$ cat src/rtl/uart_clk_arbiter.sv
// -----------------------------------------------------------------------------
// uart_clk_arbiter
//
// Shares one UART clock generator between a transmitter and a receiver.
// Each side requests the generator with its own rate setting {freq, div[2:0]}.
// The arbiter picks an owner, loads that setting into the generator while it
// is held disabled for GUARD_CYCLES clocks (so the divider chain restarts
// cleanly), then enables the generator and grants the owner. A second side
// asking for the identical setting joins the running clock without a restart.
// The generator's rate inputs come straight from the latched setting, which
// only changes while the generator is disabled.
//
// Parameters
//   GUARD_CYCLES  clocks the generator stays disabled with the new setting
//                 applied before it is enabled (>= 1)
//
// Ports
//   clk       in   system clock, all state on rising edge
//   rst       in   asynchronous reset, active low
//   req_tx    in   TX request (level, held until done)
//   cfg_tx    in   TX rate setting {freq, div[2:0]}
//   req_rx    in   RX request (level, held until done)
//   cfg_rx    in   RX rate setting {freq, div[2:0]}
//   gnt_tx    out  TX may use the UART clock
//   gnt_rx    out  RX may use the UART clock
//   gen_en    out  generator enable
//   gen_freq  out  generator base clock select
//   gen_div   out  generator divide ratio
//   busy      out  arbiter is not idle
// -----------------------------------------------------------------------------
module uart_clk_arbiter #(
   parameter int GUARD_CYCLES = 4
) (
   input  logic       clk,
   input  logic       rst,
   input  logic       req_tx,
   input  logic [3:0] cfg_tx,
   input  logic       req_rx,
   input  logic [3:0] cfg_rx,
   output logic       gnt_tx,
   output logic       gnt_rx,
   output logic       gen_en,
   output logic       gen_freq,
   output logic [2:0] gen_div,
   output logic       busy
);

   localparam int               CNT_W    = $clog2(GUARD_CYCLES + 1);
   localparam logic [CNT_W-1:0] CNT_LOAD = CNT_W'(GUARD_CYCLES - 1);
   localparam logic [CNT_W-1:0] CNT_ONE  = CNT_W'(1);

   // Side encoding used by owner_q / last_q.
   localparam logic SIDE_TX = 1'b0;
   localparam logic SIDE_RX = 1'b1;

   typedef enum logic [1:0] {
      S_IDLE  = 2'd0,
      S_SETUP = 2'd1,
      S_RUN   = 2'd2,
      S_DRAIN = 2'd3
   } state_t;

   state_t           state_q,  state_d;
   logic [CNT_W-1:0] cnt_q,    cnt_d;
   logic [3:0]       cfg_q,    cfg_d;
   logic             owner_q,  owner_d;
   logic             last_q,   last_d;
   logic             gnt_tx_q, gnt_tx_d;
   logic             gnt_rx_q, gnt_rx_d;
   logic             gen_en_q, gen_en_d;
   logic             busy_q,   busy_d;

   logic             tx_match;
   logic             rx_match;
   logic             owner_req;
   logic             win_rx;
   logic             any_keep;

   assign tx_match  = (cfg_tx == cfg_q);
   assign rx_match  = (cfg_rx == cfg_q);
   assign owner_req = (owner_q == SIDE_RX) ? req_rx : req_tx;

   // Tie goes to the side that did not own the clock last time.
   assign win_rx    = (req_tx && req_rx) ? (last_q == SIDE_TX) : req_rx;

   // RUN continues only while some already-granted side keeps its request.
   assign any_keep  = (gnt_tx_q && req_tx) || (gnt_rx_q && req_rx);

   // -------------------------------------------------------------------------
   // State and output registers
   // -------------------------------------------------------------------------
   always_ff @(posedge clk or negedge rst) begin
      if (!rst) begin
         state_q  <= S_IDLE;
         cnt_q    <= '0;
         cfg_q    <= '0;
         owner_q  <= SIDE_TX;
         last_q   <= SIDE_RX;
         gnt_tx_q <= 1'b0;
         gnt_rx_q <= 1'b0;
         gen_en_q <= 1'b0;
         busy_q   <= 1'b0;
      end else begin
         state_q  <= state_d;
         cnt_q    <= cnt_d;
         cfg_q    <= cfg_d;
         owner_q  <= owner_d;
         last_q   <= last_d;
         gnt_tx_q <= gnt_tx_d;
         gnt_rx_q <= gnt_rx_d;
         gen_en_q <= gen_en_d;
         busy_q   <= busy_d;
      end
   end

   // -------------------------------------------------------------------------
   // Next-state and next-output logic
   // -------------------------------------------------------------------------
   always_comb begin
      state_d  = state_q;
      cnt_d    = cnt_q;
      cfg_d    = cfg_q;
      owner_d  = owner_q;
      last_d   = last_q;
      gnt_tx_d = 1'b0;
      gnt_rx_d = 1'b0;
      gen_en_d = 1'b0;

      unique case (state_q)
         S_IDLE: begin
            if (req_tx || req_rx) begin
               owner_d = win_rx ? SIDE_RX : SIDE_TX;
               cfg_d   = win_rx ? cfg_rx : cfg_tx;
               cnt_d   = CNT_LOAD;
               state_d = S_SETUP;
            end
         end

         S_SETUP: begin
            // Owner withdrawing aborts the setup; the pointer keeps its value
            // so the same tie-break applies on the next attempt.
            if (!owner_req) begin
               state_d = S_IDLE;
            end else if (cnt_q == '0) begin
               state_d  = S_RUN;
               gen_en_d = 1'b1;
               last_d   = owner_q;
               gnt_tx_d = (owner_q == SIDE_TX) || (req_tx && tx_match);
               gnt_rx_d = (owner_q == SIDE_RX) || (req_rx && rx_match);
            end else begin
               cnt_d = cnt_q - CNT_ONE;
            end
         end

         S_RUN: begin
            if (!any_keep) begin
               state_d = S_DRAIN;
            end else begin
               // A granted side keeps its grant while requesting; an
               // ungranted side joins only on an exact rate match.
               gen_en_d = 1'b1;
               gnt_tx_d = req_tx && (gnt_tx_q || tx_match);
               gnt_rx_d = req_rx && (gnt_rx_q || rx_match);
            end
         end

         S_DRAIN: begin
            state_d = S_IDLE;
         end

         default: begin
            state_d = S_IDLE;
         end
      endcase

      busy_d = (state_d != S_IDLE);
   end

   assign gnt_tx   = gnt_tx_q;
   assign gnt_rx   = gnt_rx_q;
   assign gen_en   = gen_en_q;
   assign gen_freq = cfg_q[3];
   assign gen_div  = cfg_q[2:0];
   assign busy     = busy_q;

endmodule

$ cat config.mk
export PLATFORM = sky130hd
export DESIGN_NAME = uart_clk_arbiter
export DESIGN_NICKNAME = d
export VERILOG_FILES = /design/src/rtl/uart_clk_arbiter.sv
export SDC_FILE = /design/constraint.sdc
export NUM_CORES = 1
export LEC_CHECK = 0
export ABC_AREA = 0
export CORE_MARGIN = 1.5
export CORE_UTILIZATION = 40
export DETAILED_ROUTE_END_ITERATION = 6
export PLACE_DENSITY = 0.65
export SLEW_MARGIN = 5
export SYNTH_ARGS = -nofsm -noshare
export SYNTH_HDL_FRONTEND = slang
export SYNTH_SLANG_ARGS = --single-unit
$ cat constraint.sdc
create_clock -name clk -period 3.95 [get_ports clk]
set_clock_uncertainty 0.1 [all_clocks]
set_input_delay 0.79 -clock clk [delete_from_list [all_inputs] [get_ports clk]]
set_output_delay 0.79 -clock clk [all_outputs]
set_load 0.02 [all_outputs]
==> results of run 1 <==
[cell usage after synthesis]
library cell and number:
o22ai_1 1, o21ai_1 4, a2bb2oi_1 1, a221o_1 1, nand2b_1 3, nand2_1 10
xnor2_1 2, a21oi_1 1, nand4b_4 1, a31oi_1 1, xor2_1 3, ha_1 5
nor2_1 4, a21o_1 1, mux2i_1 6, buf_6 2, nand4_1 2, and2b_1 1
dfrtp_1 14, a22o_1 2, a22o_2 1, nor4_1 1, a21boi_2 1, a32o_1 1
a211oi_1 1, o21a_1 1, mux2_1 1, o221ai_1 1, inv_1 11, o211ai_1 1
a211o_1 1, dfstp_2 1, nor2b_1 1, o221a_2 1, nand3_1 3, nor4b_1 1
o21ai_2 1, a2111o_1 1, nor3_1 1
[routing by layer]
metal  global-route usage  vias to the layer above
li1                     -                      386
met1                0.230                      371
met2                0.316                       23
met3               0.0259                        2
met4               0.0789                        0
met5                    0                        -
[worst max-delay path by stage]
stage	end	cells past startpoint	slack (ns)
after floorplan	busy	5	2.09
after global placement	cnt_q[0]	5	1.48
after detailed placement	gnt_rx	5	1.41
after CTS	gen_div[1]	1	1.70
after global routing	gnt_rx	5	1.62
final	gnt_rx	5	1.68
[metrics by stage]
step	utilization	hold slack (ns)
after global routing	0.532	0.482
after detailed placement	0.520	0.433
final	0.532	0.447
after CTS	0.532	0.455
after floorplan	-	0.385
after global placement	0.520	0.400
[registers in the layout (all words and copies together), names as in the netlist]
signal and count:
busy 1, last_q 1, gnt_rx 1, cnt_q 3, gen_en 1, cfg_q 4
owner_q 1, state_q 2, gnt_tx 1
[power by group through the flow]
stage | Clock (mW) | Sequential, mW | Combinational [mW]
after floorplan | 0 | 0.298 | 0.257
after global placement | 0 | 0.274 | 0.407
after detailed placement | 0 | 0.276 | 0.412
after CTS | 0.0930 | 0.274 | 0.418
after global routing | 0.100 | 0.282 | 0.461
final | 0.0896 | 0.273 | 0.412
[cells by family (layout without fill, tap and decap cells)]
group           after synthesis  count (layout)  share of synthesized area
flops                        15              15                      0.393
buf+inv                      13              34                     0.0666
simple gates                 28              28                      0.163
fa+ha+maj                     5               5                     0.0653
mux                           7               7                     0.0744
xor+xnor                      5               5                     0.0457
compound gates               23              23                      0.192
[cell type report]
cell class                 instances  share of cell area
timing repair buffer              19               0.160
multi-input combinational         68               0.436
sequential                        15               0.317
inverter                          11              0.0348
tap                               28              0.0295
clock buffer                       4              0.0221
==> flow_metrics.env, run 1 <==
export IMPL_status="finished, final reports clean"
export IMPL_whs_endpoint="cnt_q[0]"
export IMPL_io_pin_count=20
export IMPL_maxCapViolations=0
export IMPL_rrSetupSlack_ns=2.19
export IMPL_tightestPinTransition_ns=0.702
export IMPL_hold_buffers=0
export IMPL_avgSynthCellArea_um2=9.98
export IMPL_syn_area_um2=958
export IMPL_cts_tree="done"
export IMPL_crit_path_start_kind="primary input"
export IMPL_worstSetupPathType="in -> reg"
export IMPL_startpoint="req_tx"
export IMPL_maxSlewHeadroom=0.531
export IMPL_p_leak_nw=0.542
export IMPL_cp_end_kind="register"
export IMPL_seq_area_um2=377
export IMPL_routed_top_layer="met4"
export IMPL_nets=135
export IMPL_synth_cells=96
export IMPL_cts_resized=0
export IMPL_vdd_drop_max_mv=0.318
export IMPL_hold_violations=0
export IMPL_crit_required_ns=4.05
export IMPL_worst_slack_ns=1.68
export IMPL_initial_core_util=0.429
export IMPL_insertion_delay_ns=0.28
export IMPL_slew_violations=0
export IMPL_power_internal_mw=0.441
export IMPL_yosys_area_top_type_share=0.366
export IMPL_die_area_um2=2700
export IMPL_p_seq_frac=0.352
export IMPL_finalSetupViolCount=0
export IMPL_cts_buffer_depth=2
export IMPL_rr_startpoint="state_q[0]"
export IMPL_areaGrowthSynthToFinish_pct=23.9
export IMPL_netSwitchingFraction=0.431
export IMPL_p_sw_mw=0.334
export IMPL_gp_congestion=0.840
export IMPL_period_minus_slack_ns=2.27
export IMPL_cts_buffers=3
export IMPL_drt_initial_drc_count=17
export IMPL_core_um2=2230
export IMPL_whs_path_depth=1
export IMPL_wl_per_cell_um=14.5
export IMPL_power_mw=0.775
export IMPL_r2r_cells=6
export IMPL_powerDensity_nw_per_um2=653
export IMPL_ys_seq_area_frac=0.393
export IMPL_rows=17
export IMPL_drive_above_1_share=0.0769
export IMPL_path_buf_inv=1
export IMPL_globalRouteOverflowTotal=0
export IMPL_grt_max_degree=16
export IMPL_fmax_mhz=440
export IMPL_dpl_cell_count=141
export IMPL_p_comb_frac=0.532
export IMPL_yosysUniqueCellTypes=39
export IMPL_antenna_found_initial=0
export IMPL_fin_cells=145
export IMPL_vias_per_cell=5.39
export IMPL_pwr_share_clk=0.116
export IMPL_min_path_type="reg -> reg"
export IMPL_grt_pass1_vias=834
export IMPL_clkTransAtPathRegs_ns=0.09
export IMPL_clock_sinks=15
export IMPL_pre_cts_ws_ns=1.41
export IMPL_multi_input_area_um2=518
export IMPL_routed_wl_mm=2.10
export IMPL_postCtsSetupBuffers=0
export IMPL_fp_dieW_um=52.0
export IMPL_dr_pass1_iters=5
export IMPL_crit_family="buffers and inverters"
export IMPL_routed_via_count=782
export IMPL_layout_commonest_cell="clkdlybuf4s50_1"
export IMPL_cp_slowest_cell="clkdlybuf4s50_1"
export IMPL_design_area_um2=1190
export IMPL_die_height_um=52.0
export IMPL_synth_seq_cells=15
export IMPL_synth_area_leaders="dfrtp_1 37%, ha_1 6.5%, mux2i_1 6.3%, inv_1 4.3%, nand2_1 3.9%"
export IMPL_path_cells="clkdlybuf4s50_1, mux2i_1, nand4b_4, a2111o_1, o221ai_1"
export IMPL_cts_root_buffer="clkbuf_4"
export IMPL_cts_htree_levels=1
export IMPL_diodes=0
export IMPL_worst_path_max_fanout=9
export IMPL_final_cell_mix="19 x clkdlybuf4s50_1, 14 x dfrtp_1, 11 x inv_1, 10 x nand2_1, 6 x mux2i_1"
export IMPL_met1_length_um=973
export IMPL_final_antenna_net_count=0
export IMPL_worstHoldStart="cnt_q[0]"
export IMPL_dp_hpwl_mm=1.60
export IMPL_tns_ns=0
export IMPL_grt_usage=0.185
export IMPL_syn_nets=113
export IMPL_r2r_end="busy"
export IMPL_yosys_warnings=0
export IMPL_placed_area_um2=1160
export IMPL_wl_met3_um=82
export IMPL_fill_cells=214
export IMPL_grt_pass1_wl_mm=3.65
export IMPL_period_share=0.575
export IMPL_yosysTopAreaCell="dfrtp_1"
export IMPL_drc=0
export IMPL_slowest_delay_ns=0.68
export IMPL_wl_met2_mm=1.03
export IMPL_numPortBuffers=19
export IMPL_rsz0062_at_grt="no"
export IMPL_critical_path_arrival_ns=2.37
No activity file was read; power rests on OpenSTA's default activity.
==> inputs of run 2 (changes only) <==
==> constraint.sdc (replaced) <==
create_clock -name clk -period 2.1 [get_ports clk]
set_clock_uncertainty 0.1 [all_clocks]
set_input_delay 0.42 -clock clk [delete_from_list [all_inputs] [get_ports clk]]
set_output_delay 0.42 -clock clk [all_outputs]
set_load 0.02 [all_outputs]
==> flow_metrics.env, run 2 (synthesis gave the netlist of run 1 again) <==
export IMPL_antenna_found_initial=0
export IMPL_hold_buffers=0
export IMPL_globalRouteOverflowTotal=0
export IMPL_slew_violations=0
export IMPL_drt_initial_drc_count=18
export IMPL_worstSetupPathType="reg -> out"
export IMPL_hold_violations=0
export IMPL_top_register="cfg_q"
export IMPL_maxCapViolations=0
export IMPL_reg_top3="cfg_q (4), cnt_q (3), state_q (2)"
export IMPL_vias_per_cell=5.35
export IMPL_postCtsSetupBuffers=0
export IMPL_cp_slowest_cell="clkdlybuf4s50_1"
export IMPL_gp_congestion=0.839
export IMPL_cts_buffer_depth=2
export IMPL_min_path_type="in -> async"
export IMPL_crit_required_ns=1.58
export IMPL_powerDensity_nw_per_um2=1210
export IMPL_final_cell_mix="19 x clkdlybuf4s50_1, 14 x dfrtp_1, 11 x inv_1, 10 x nand2_1"
export IMPL_grt_max_degree=16
export IMPL_vdd_drop_max_mv=0.579
export IMPL_grt_pass1_wl_mm=3.71
export IMPL_drive_above_1_share=0.122
export IMPL_rows=17
export IMPL_numPortBuffers=19
export IMPL_final_antenna_net_count=0
export IMPL_slowest_delay_ns=0.64
export IMPL_worst_path_max_fanout=4
export IMPL_clock_sinks=15
export IMPL_rsz0062_at_grt="no"
export IMPL_cts_root_buffer="clkbuf_4"
export IMPL_dp_hpwl_mm=1.64
export IMPL_routed_wl_mm=2.06
export IMPL_nets=141
export IMPL_period_share=0.886
export IMPL_clkTransAtPathRegs_ns=0.09
export IMPL_grt_usage=0.188
export IMPL_dpl_cell_count=147
export IMPL_p_leak_nw=0.571
export IMPL_fmax_mhz=538
export IMPL_die_height_um=52.0
export IMPL_initial_core_util=0.429
export IMPL_critical_path_arrival_ns=1.34
export IMPL_grt_pass1_vias=857
export IMPL_wl_per_cell_um=13.6
export IMPL_startpoint="cfg_q[0]"
export IMPL_areaGrowthSynthToFinish_pct=28.6
export IMPL_cp_end_kind="output port"
export IMPL_crit_path_start_kind="register"
export IMPL_period_minus_slack_ns=1.86
export IMPL_insertion_delay_ns=0.28
export IMPL_cts_buffers=3
export IMPL_die_area_um2=2700
export IMPL_path_buf_inv=1
export IMPL_tns_ns=0
export IMPL_dr_pass1_iters=4
export IMPL_cts_resized=0
export IMPL_fill_cells=215
export IMPL_routed_via_count=808
export IMPL_finalSetupViolCount=0
export IMPL_path_cells="clkdlybuf4s50_1"
export IMPL_core_um2=2230
export IMPL_layout_commonest_cell="clkdlybuf4s50_1"
export IMPL_fp_dieW_um=52.0
export IMPL_placed_area_um2=1210
export IMPL_fin_cells=151
export IMPL_io_pin_count=20
export IMPL_tightestPinTransition_ns=0.371
export IMPL_cts_htree_levels=1
export IMPL_maxSlewHeadroom=0.750
export IMPL_crit_family="buffers and inverters"
export IMPL_rr_startpoint="state_q[0]"
export IMPL_cts_tree="done"
export IMPL_drc=0
export IMPL_status="finished, final reports clean"
export IMPL_largest_reg_flops=4
export IMPL_design_area_um2=1230
export IMPL_diodes=0
[run 2: metrics by stage]
step | util | setup slack, ns | total power, mW | hold WS [ns]
6_report | 0.552 | 0.240 | 1.49 | 0.355
5_1_grt | 0.552 | 0.165 | 1.62 | 0.359
4_1_cts | 0.552 | 0.223 | 1.50 | 0.354
3_5_place_dp | 0.540 | 0.0696 | 1.33 | 0.402
3_3_place_gp | 0.540 | 0.0789 | 1.31 | 0.400
2_1_floorplan | - | 0.532 | 1.04 | 0.0244
[run 2: layout make-up]
cell class	instances	area, µm²	share of cell area
clock buffers	4	26.3	0.0213
inverters	11	41.3	0.0335
multi-input cells	68	518	0.420
flip-flops and latches	15	377	0.306
well taps	28	35.0	0.0284
repair buffers	25	235	0.191
[run 2: metal layers]
metal	track usage	wire, µm
met1	0.255	994
met2	0.297	947
met3	0.0259	79
met4	0.0789	35
met5	0	0
[run 2: path summary, 6_finish.rpt]
kind | endpoint | slack, ns | depth (start not counted)
min reg2reg | cnt_q[0] | 0.42 | 1
min | gnt_tx | 0.35 | 2
max | gen_div[0] | 0.24 | 1
max in group asynchronous | last_q | 1.30 | 2
min in group clk | cnt_q[0] | 0.42 | 1
max reg2reg | busy | 0.28 | 5
[run 2: report_power, final]
| group | switching [mW] | internal [mW] |
|---|---|---|
| logic | 0.427 | 0.383 |
| clock network | 0.0910 | 0.0737 |
| registers | 0.109 | 0.402 |
| total | 0.627 | 0.859 |
